<file path="src/rtl/pipe_square_mul_if.sv">
// Producer/consumer bundle for pipe_square_mul: input op stream, result stream and stats taps.
// The design side uses the slave modport and the environment side uses the master modport.
interface pipe_square_mul_if #(
    parameter int W     = 4,
    parameter int TAG_W = 2,
    parameter int CNT_W = 16
);
    logic               in_valid;
    logic               in_ready;
    logic               in_mode;
    logic [W-1:0]       in_a;
    logic [W-1:0]       in_b;
    logic [TAG_W-1:0]   in_tag;
    logic               out_valid;
    logic               out_ready;
    logic [2*W-1:0]     out_data;
    logic [TAG_W-1:0]   out_tag;
    logic               stat_clr;
    logic [CNT_W-1:0]   stat_in;
    logic [CNT_W-1:0]   stat_out;
    logic [CNT_W-1:0]   stat_stall;

    modport slave (
        input  in_valid, in_mode, in_a, in_b, in_tag, out_ready, stat_clr,
        output in_ready, out_valid, out_data, out_tag, stat_in, stat_out, stat_stall
    );

    modport master (
        output in_valid, in_mode, in_a, in_b, in_tag, out_ready, stat_clr,
        input  in_ready, out_valid, out_data, out_tag, stat_in, stat_out, stat_stall
    );
endinterface

</file>
<file path="src/rtl/pipe_square_mul.sv">
// Pipelined square/multiply, LAT cycles accept-to-valid; a stalled output freezes every stage and drops in_ready.
// Optional statistics counters are built only when PSM_STATS_EN is defined.
module pipe_square_mul #(
    parameter int W      = 4,
    parameter int LAT    = 2,
    parameter int SIGNED = 0,
    parameter int TAG_W  = 2,
    parameter int CNT_W  = 16
) (
    input  logic              clk,
    input  logic              rst,
    pipe_square_mul_if.slave  bus
);
    localparam int PW = 2 * W;

    logic [LAT-1:0]    vld_q;
    logic [PW-1:0]     prod_q [LAT];
    logic [TAG_W-1:0]  tag_q  [LAT];

    logic [W-1:0]      op_b;
    logic [PW-1:0]     ext_a;
    logic [PW-1:0]     ext_b;
    logic [PW-1:0]     prod_d;
    logic              stall;
    logic              in_rdy;
    logic              acc;

    // Truncating the 2W-bit product of extended operands gives the exact two's-complement result.
    always_comb begin
        op_b   = bus.in_mode ? bus.in_b : bus.in_a;
        ext_a  = (SIGNED != 0) ? {{W{bus.in_a[W-1]}}, bus.in_a} : {{W{1'b0}}, bus.in_a};
        ext_b  = (SIGNED != 0) ? {{W{op_b[W-1]}}, op_b} : {{W{1'b0}}, op_b};
        prod_d = ext_a * ext_b;
        stall  = vld_q[LAT-1] & ~bus.out_ready;
        in_rdy = ~stall & ~rst;
        acc    = bus.in_valid & in_rdy;
    end

    always_ff @(posedge clk) begin
        if (rst) begin
            vld_q <= '0;
            for (int i = 0; i < LAT; i++) begin
                prod_q[i] <= '0;
                tag_q[i]  <= '0;
            end
        end else if (!stall) begin
            vld_q[0]  <= acc;
            prod_q[0] <= acc ? prod_d : '0;
            tag_q[0]  <= acc ? bus.in_tag : '0;
            for (int i = 1; i < LAT; i++) begin
                vld_q[i]  <= vld_q[i-1];
                prod_q[i] <= prod_q[i-1];
                tag_q[i]  <= tag_q[i-1];
            end
        end
    end

    assign bus.in_ready  = in_rdy;
    assign bus.out_valid = vld_q[LAT-1];
    assign bus.out_data  = prod_q[LAT-1];
    assign bus.out_tag   = tag_q[LAT-1];

`ifdef PSM_STATS_EN
    logic [CNT_W-1:0] stat_in_q;
    logic [CNT_W-1:0] stat_out_q;
    logic [CNT_W-1:0] stat_stall_q;
    logic             out_xfer;

    assign out_xfer = vld_q[LAT-1] & bus.out_ready;

    // Saturating counters; clear wins over any increment in the same cycle.
    always_ff @(posedge clk) begin
        if (rst || bus.stat_clr) begin
            stat_in_q    <= '0;
            stat_out_q   <= '0;
            stat_stall_q <= '0;
        end else begin
            if (acc && (stat_in_q != '1))
                stat_in_q <= stat_in_q + 1'b1;
            if (out_xfer && (stat_out_q != '1))
                stat_out_q <= stat_out_q + 1'b1;
            if (stall && (stat_stall_q != '1))
                stat_stall_q <= stat_stall_q + 1'b1;
        end
    end

    assign bus.stat_in    = stat_in_q;
    assign bus.stat_out   = stat_out_q;
    assign bus.stat_stall = stat_stall_q;
`else
    logic unused_stat_clr;

    assign unused_stat_clr = bus.stat_clr;
    assign bus.stat_in     = '0;
    assign bus.stat_out    = '0;
    assign bus.stat_stall  = '0;
`endif
endmodule
</file>
<file path="src/flat_wrapper.sv">
// flat-port wrapper written by rule: the top's interface ports become plain ports
module pipe_square_mul_flat 
#(
    parameter int W      = 4,
    parameter int LAT    = 2,
    parameter int SIGNED = 0,
    parameter int TAG_W  = 2,
    parameter int CNT_W  = 16
)
  (clk, rst, bus_in_valid, bus_in_mode, bus_in_a, bus_in_b, bus_in_tag, bus_out_ready, bus_stat_clr, bus_in_ready, bus_out_valid, bus_out_data, bus_out_tag, bus_stat_in, bus_stat_out, bus_stat_stall);
  pipe_square_mul_if #(.W(W), .TAG_W(TAG_W), .CNT_W(CNT_W)) bus_i ();
  input  logic clk;
  input  logic rst;
  input wire logic [$bits(bus_i.in_valid)-1:0] bus_in_valid;
  input wire logic [$bits(bus_i.in_mode)-1:0] bus_in_mode;
  input wire logic [$bits(bus_i.in_a)-1:0] bus_in_a;
  input wire logic [$bits(bus_i.in_b)-1:0] bus_in_b;
  input wire logic [$bits(bus_i.in_tag)-1:0] bus_in_tag;
  input wire logic [$bits(bus_i.out_ready)-1:0] bus_out_ready;
  input wire logic [$bits(bus_i.stat_clr)-1:0] bus_stat_clr;
  output wire logic [$bits(bus_i.in_ready)-1:0] bus_in_ready;
  output wire logic [$bits(bus_i.out_valid)-1:0] bus_out_valid;
  output wire logic [$bits(bus_i.out_data)-1:0] bus_out_data;
  output wire logic [$bits(bus_i.out_tag)-1:0] bus_out_tag;
  output wire logic [$bits(bus_i.stat_in)-1:0] bus_stat_in;
  output wire logic [$bits(bus_i.stat_out)-1:0] bus_stat_out;
  output wire logic [$bits(bus_i.stat_stall)-1:0] bus_stat_stall;
  assign bus_i.in_valid = bus_in_valid;
  assign bus_i.in_mode = bus_in_mode;
  assign bus_i.in_a = bus_in_a;
  assign bus_i.in_b = bus_in_b;
  assign bus_i.in_tag = bus_in_tag;
  assign bus_i.out_ready = bus_out_ready;
  assign bus_i.stat_clr = bus_stat_clr;
  assign bus_in_ready = bus_i.in_ready;
  assign bus_out_valid = bus_i.out_valid;
  assign bus_out_data = bus_i.out_data;
  assign bus_out_tag = bus_i.out_tag;
  assign bus_stat_in = bus_i.stat_in;
  assign bus_stat_out = bus_i.stat_out;
  assign bus_stat_stall = bus_i.stat_stall;
  pipe_square_mul #(.W(W), .LAT(LAT), .SIGNED(SIGNED), .TAG_W(TAG_W), .CNT_W(CNT_W)) u_core (.clk(clk), .rst(rst), .bus(bus_i));
endmodule
</file>
<file path="config.mk">
export PLATFORM = sky130hd
export DESIGN_NAME = pipe_square_mul_flat
export DESIGN_NICKNAME = d
export VERILOG_FILES = /design/src/rtl/pipe_square_mul_if.sv /design/src/rtl/pipe_square_mul.sv /design/src/flat_wrapper.sv
export SDC_FILE = /design/constraint.sdc
export NUM_CORES = 1
export LEC_CHECK = 0
export CAP_MARGIN = 40
export CORE_MARGIN = 5
export CORE_UTILIZATION = 35
export CTS_CLUSTER_DIAMETER = 40
export CTS_CLUSTER_SIZE = 10
export DETAILED_ROUTE_END_ITERATION = 8
export PLACE_DENSITY = 0.71
export SETUP_SLACK_MARGIN = 0.15
export SLEW_MARGIN = 5
export SYNTH_ARGS = -nofsm -noshare
export SYNTH_HDL_FRONTEND = slang
export SYNTH_SLANG_ARGS = --single-unit
export TNS_END_PERCENT = 10
</file>
<file path="constraint.sdc">
create_clock -name clk -period 3.17 [get_ports clk]
set_input_delay 0.634 -clock clk [delete_from_list [all_inputs] [get_ports clk]]
set_output_delay 0.634 -clock clk [all_outputs]
set_load 0.01 [all_outputs]
</file>
==> impl_metrics.json <==
{
  "floorplan.initialDensity": 0.364,
  "p_comb_frac": 0.282,
  "r2r_cells": 2,
  "critPathKind": "in2reg",
  "crit_slowest_cell": "fa_1",
  "synth_area_leaders": "edfxtp_1 (35%), buf_4 (25%), ha_1 (8.7%)",
  "area_growth_pct": 19.3,
  "synth.distinct_cells": 27,
  "coreArea_um2": 4750,
  "crit_arrival_ns": 2.97,
  "fin_cells": 265,
  "clkLatencyLatePin_ns": 0.26,
  "grt_max_degree": 22,
  "seq_power_share": 0.413,
  "die_h_um": 80.4,
  "dr.pass1.iters": 4,
  "final_util": 0.435,
  "ys_ff_latch": 22,
  "yosysTopAreaCell": "edfxtp_1",
  "wl_per_cell_um": 9.72,
  "synth_ff_type": "edfxtp_1",
  "timing.slew.headroom": 0.473,
  "period_share": 0.935,
  "synth-seq-area-share": 0.370,
  "slowest_delay_ns": 0.50,
  "min_from": "u_core.vld_q[0]",
  "synth_edf_count": 20,
  "pre_cts_slack_ns": -0.619,
  "setup_violations": 0,
  "synth_top_area_share": 0.347,
  "grt_pass1_wl_um": 3750,
  "grt_pass1_vias": 878,
  "min_path_type": "reg2reg",
  "synth-warning-count": 0,
  "cts_buffers": 3,
  "p_int_mw": 0.627,
  "fill_cells": 480,
  "worst_hold_slack_ns": 0.460,
  "postSynth.asyncResetShare": 0,
  "p_clk_frac": 0.305,
  "cp_common_cell": "fa_1",
  "htree_levels": 1,
  "sw_frac_of_total": 0.248,
  "via_per_inst": 3.97,
  "hold_path_depth": 2,
  "avgSynthCellArea_um2": 10.6,
  "synth_common_cells": "buf_4 (58), edfxtp_1 (20), and3_1 (15)",
  "p_sw_mw": 0.207,
  "power.total_mw": 0.835,
  "worst-path-stages": 11,
  "ant_nets": 0,
  "io_buffers": 26,
  "final_area_um2": 2070,
  "r2r-start": "u_core.vld_q[1]",
  "status": "finished, final reports clean",
  "p_leak_nw": 1.03,
  "antenna_found_initial": 0,
  "fmax_mhz": 337,
  "syn_area_um2": 1730,
  "required_ns": 3.18,
  "path_cells": "buf_12 > mux2i_4 > nand2b_4 > fa_1 > inv_1 > fa_1 > fa_2 > a21o_1 > a21oi_2 > xor2_1 > nor2_1",
  "fp.dieW_um": 80.4,
  "cts_tree": "done",
  "cts-root-buf": "clkbuf_8",
  "drt-initial-drc-count": 44,
  "wl_um": 2580,
  "period_minus_slack_ns": 2.96,
  "reg2reg_to": "u_core.prod_q[0][13]",
  "multiInputGateArea_um2": 870,
  "dp_cells": 258,
  "worstSetupStartpointType": "primary input",
  "place.gp.congestion": 0.771,
  "yosysMostFrequentCell": "buf_4",
  "fin_tns_setup_ns": 0,
  "ioPinCount": 76,
  "regArea_um2": 641,
  "worst_hold_path.endpoint": "u_core.vld_q[1]",
  "cts_max_path_buffers": 2,
  "dpl.hpwl_um": 2180,
  "cp.buffers_inverters": 2,
  "path_delay_family": "adder cells",
  "rrSetupSlack_ns": 1.67,
  "rsz0062_at_grt": "yes",
  "grt-ovfl-total": 0,
  "synth_cells": 164,
  "fin_worst_skew_ns": 0.00236,
  "drive_gt1_frac": 0.222,
  "drc": 0,
  "worst_pin_slew_ns": 0.788,
  "nets": 231,
  "track_usage": 0.0759,
  "antennaDiodeCount": 0,
  "placed_cell_area_um2": 1940,
  "worst_slack_ns": 0.207,
  "power_density_nw_per_um2": 404,
  "hold_violations": 0,
  "irDropWorstVdd_mv": 0.148,
  "clk_pin_slew_ns": 0.08,
  "die_area_um2": 6460,
  "rows": 25,
  "cp_max_fo": 5,
  "endpoint_kind": "flop",
  "clock_sinks": 22,
  "drv_cap": 0,
  "num_vias": 1053,
  "slew_viol_final": 0
}
-- registers in the layout, summed over array words and instances (netlist names) --
register	count
u_core.prod_q	16
u_core.tag_q	4
u_core.vld_q	2
-- cells in the final DEF, fill, tap and decap left out, types with 4 or more instances in the layout --
cell	count
buf_4	17
clkdlybuf4s50_1	18
nor2_1	4
a21oi_2	4
edfxtp_1	20
and3_1	15
nor2b_1	9
conb_1	48
ha_1	10
inv_1	5
-- worst max path at each step --
stage / end / startpoint
finish: u_core.prod_q[0][6] / bus_in_mode
CTS: u_core.prod_q[0][6] / bus_in_mode
global route: u_core.prod_q[0][6] / bus_in_mode
global placement: u_core.prod_q[0][6] / bus_in_mode
detailed placement: u_core.prod_q[0][6] / bus_in_mode
floorplan: u_core.prod_q[0][6] / bus_in_mode
-- what timing repair did --
action,in CTS,in global routing
pin swaps,7,7
gates resized for setup,27,10
hold buffers,0,0
setup endpoints to repair,5,3
buffers inserted,3,0
-- routing by layer --
layer / share of wire / global-route usage
met1: 0.36 / 0.0820
met2: 0.51 / 0.134
met3: 0.099 / 0.0101
met4: 0.029 / 0.0557
met5: 0 / 0
-- cells by family after synthesis --
kind of cell             count (synthesis)  share of synthesized area
multiplexers                             4                     0.0231
AO/OA/AOI/OAI                           14                     0.0556
other                                    1                    0.00216
XOR/XNOR                                 3                     0.0152
buffers and inverters                   66                      0.269
adder cells (fa/ha/maj)                 16                      0.133
flip-flops                              22                      0.370
AND/OR/NAND/NOR                         38                      0.132
-- power by group through the flow --
| stage | Combinational, mW | Clock (mW) | Sequential (mW) |
|---|---|---|---|
| 2_1_floorplan | 0.188 | 0 | 0.351 |
| 3_3_place_gp | 0.214 | 0 | 0.351 |
| 3_5_place_dp | 0.218 | 0 | 0.352 |
| 4_1_cts | 0.225 | 0.259 | 0.345 |
| 5_1_grt | 0.263 | 0.264 | 0.347 |
| 6_report | 0.235 | 0.254 | 0.345 |
-- worst min-delay path, delay by kind of cell, from the launching register on --
kind            cells  cell delay (ns)
flops               1             0.30
buf+inv             1             0.06
compound gates      1             0.05
-- area by class of cell --
cell class,instances,share of cell area
Clock buffer,3,0.0200
Clock inverter,1,0.0145
Inverter,5,0.00908
Multi-Input combinational cell,123,0.421
Sequential cell,22,0.310
Tap cell,67,0.0406
Timing Repair Buffer,44,0.185
(Power assumes the default switching activity.)
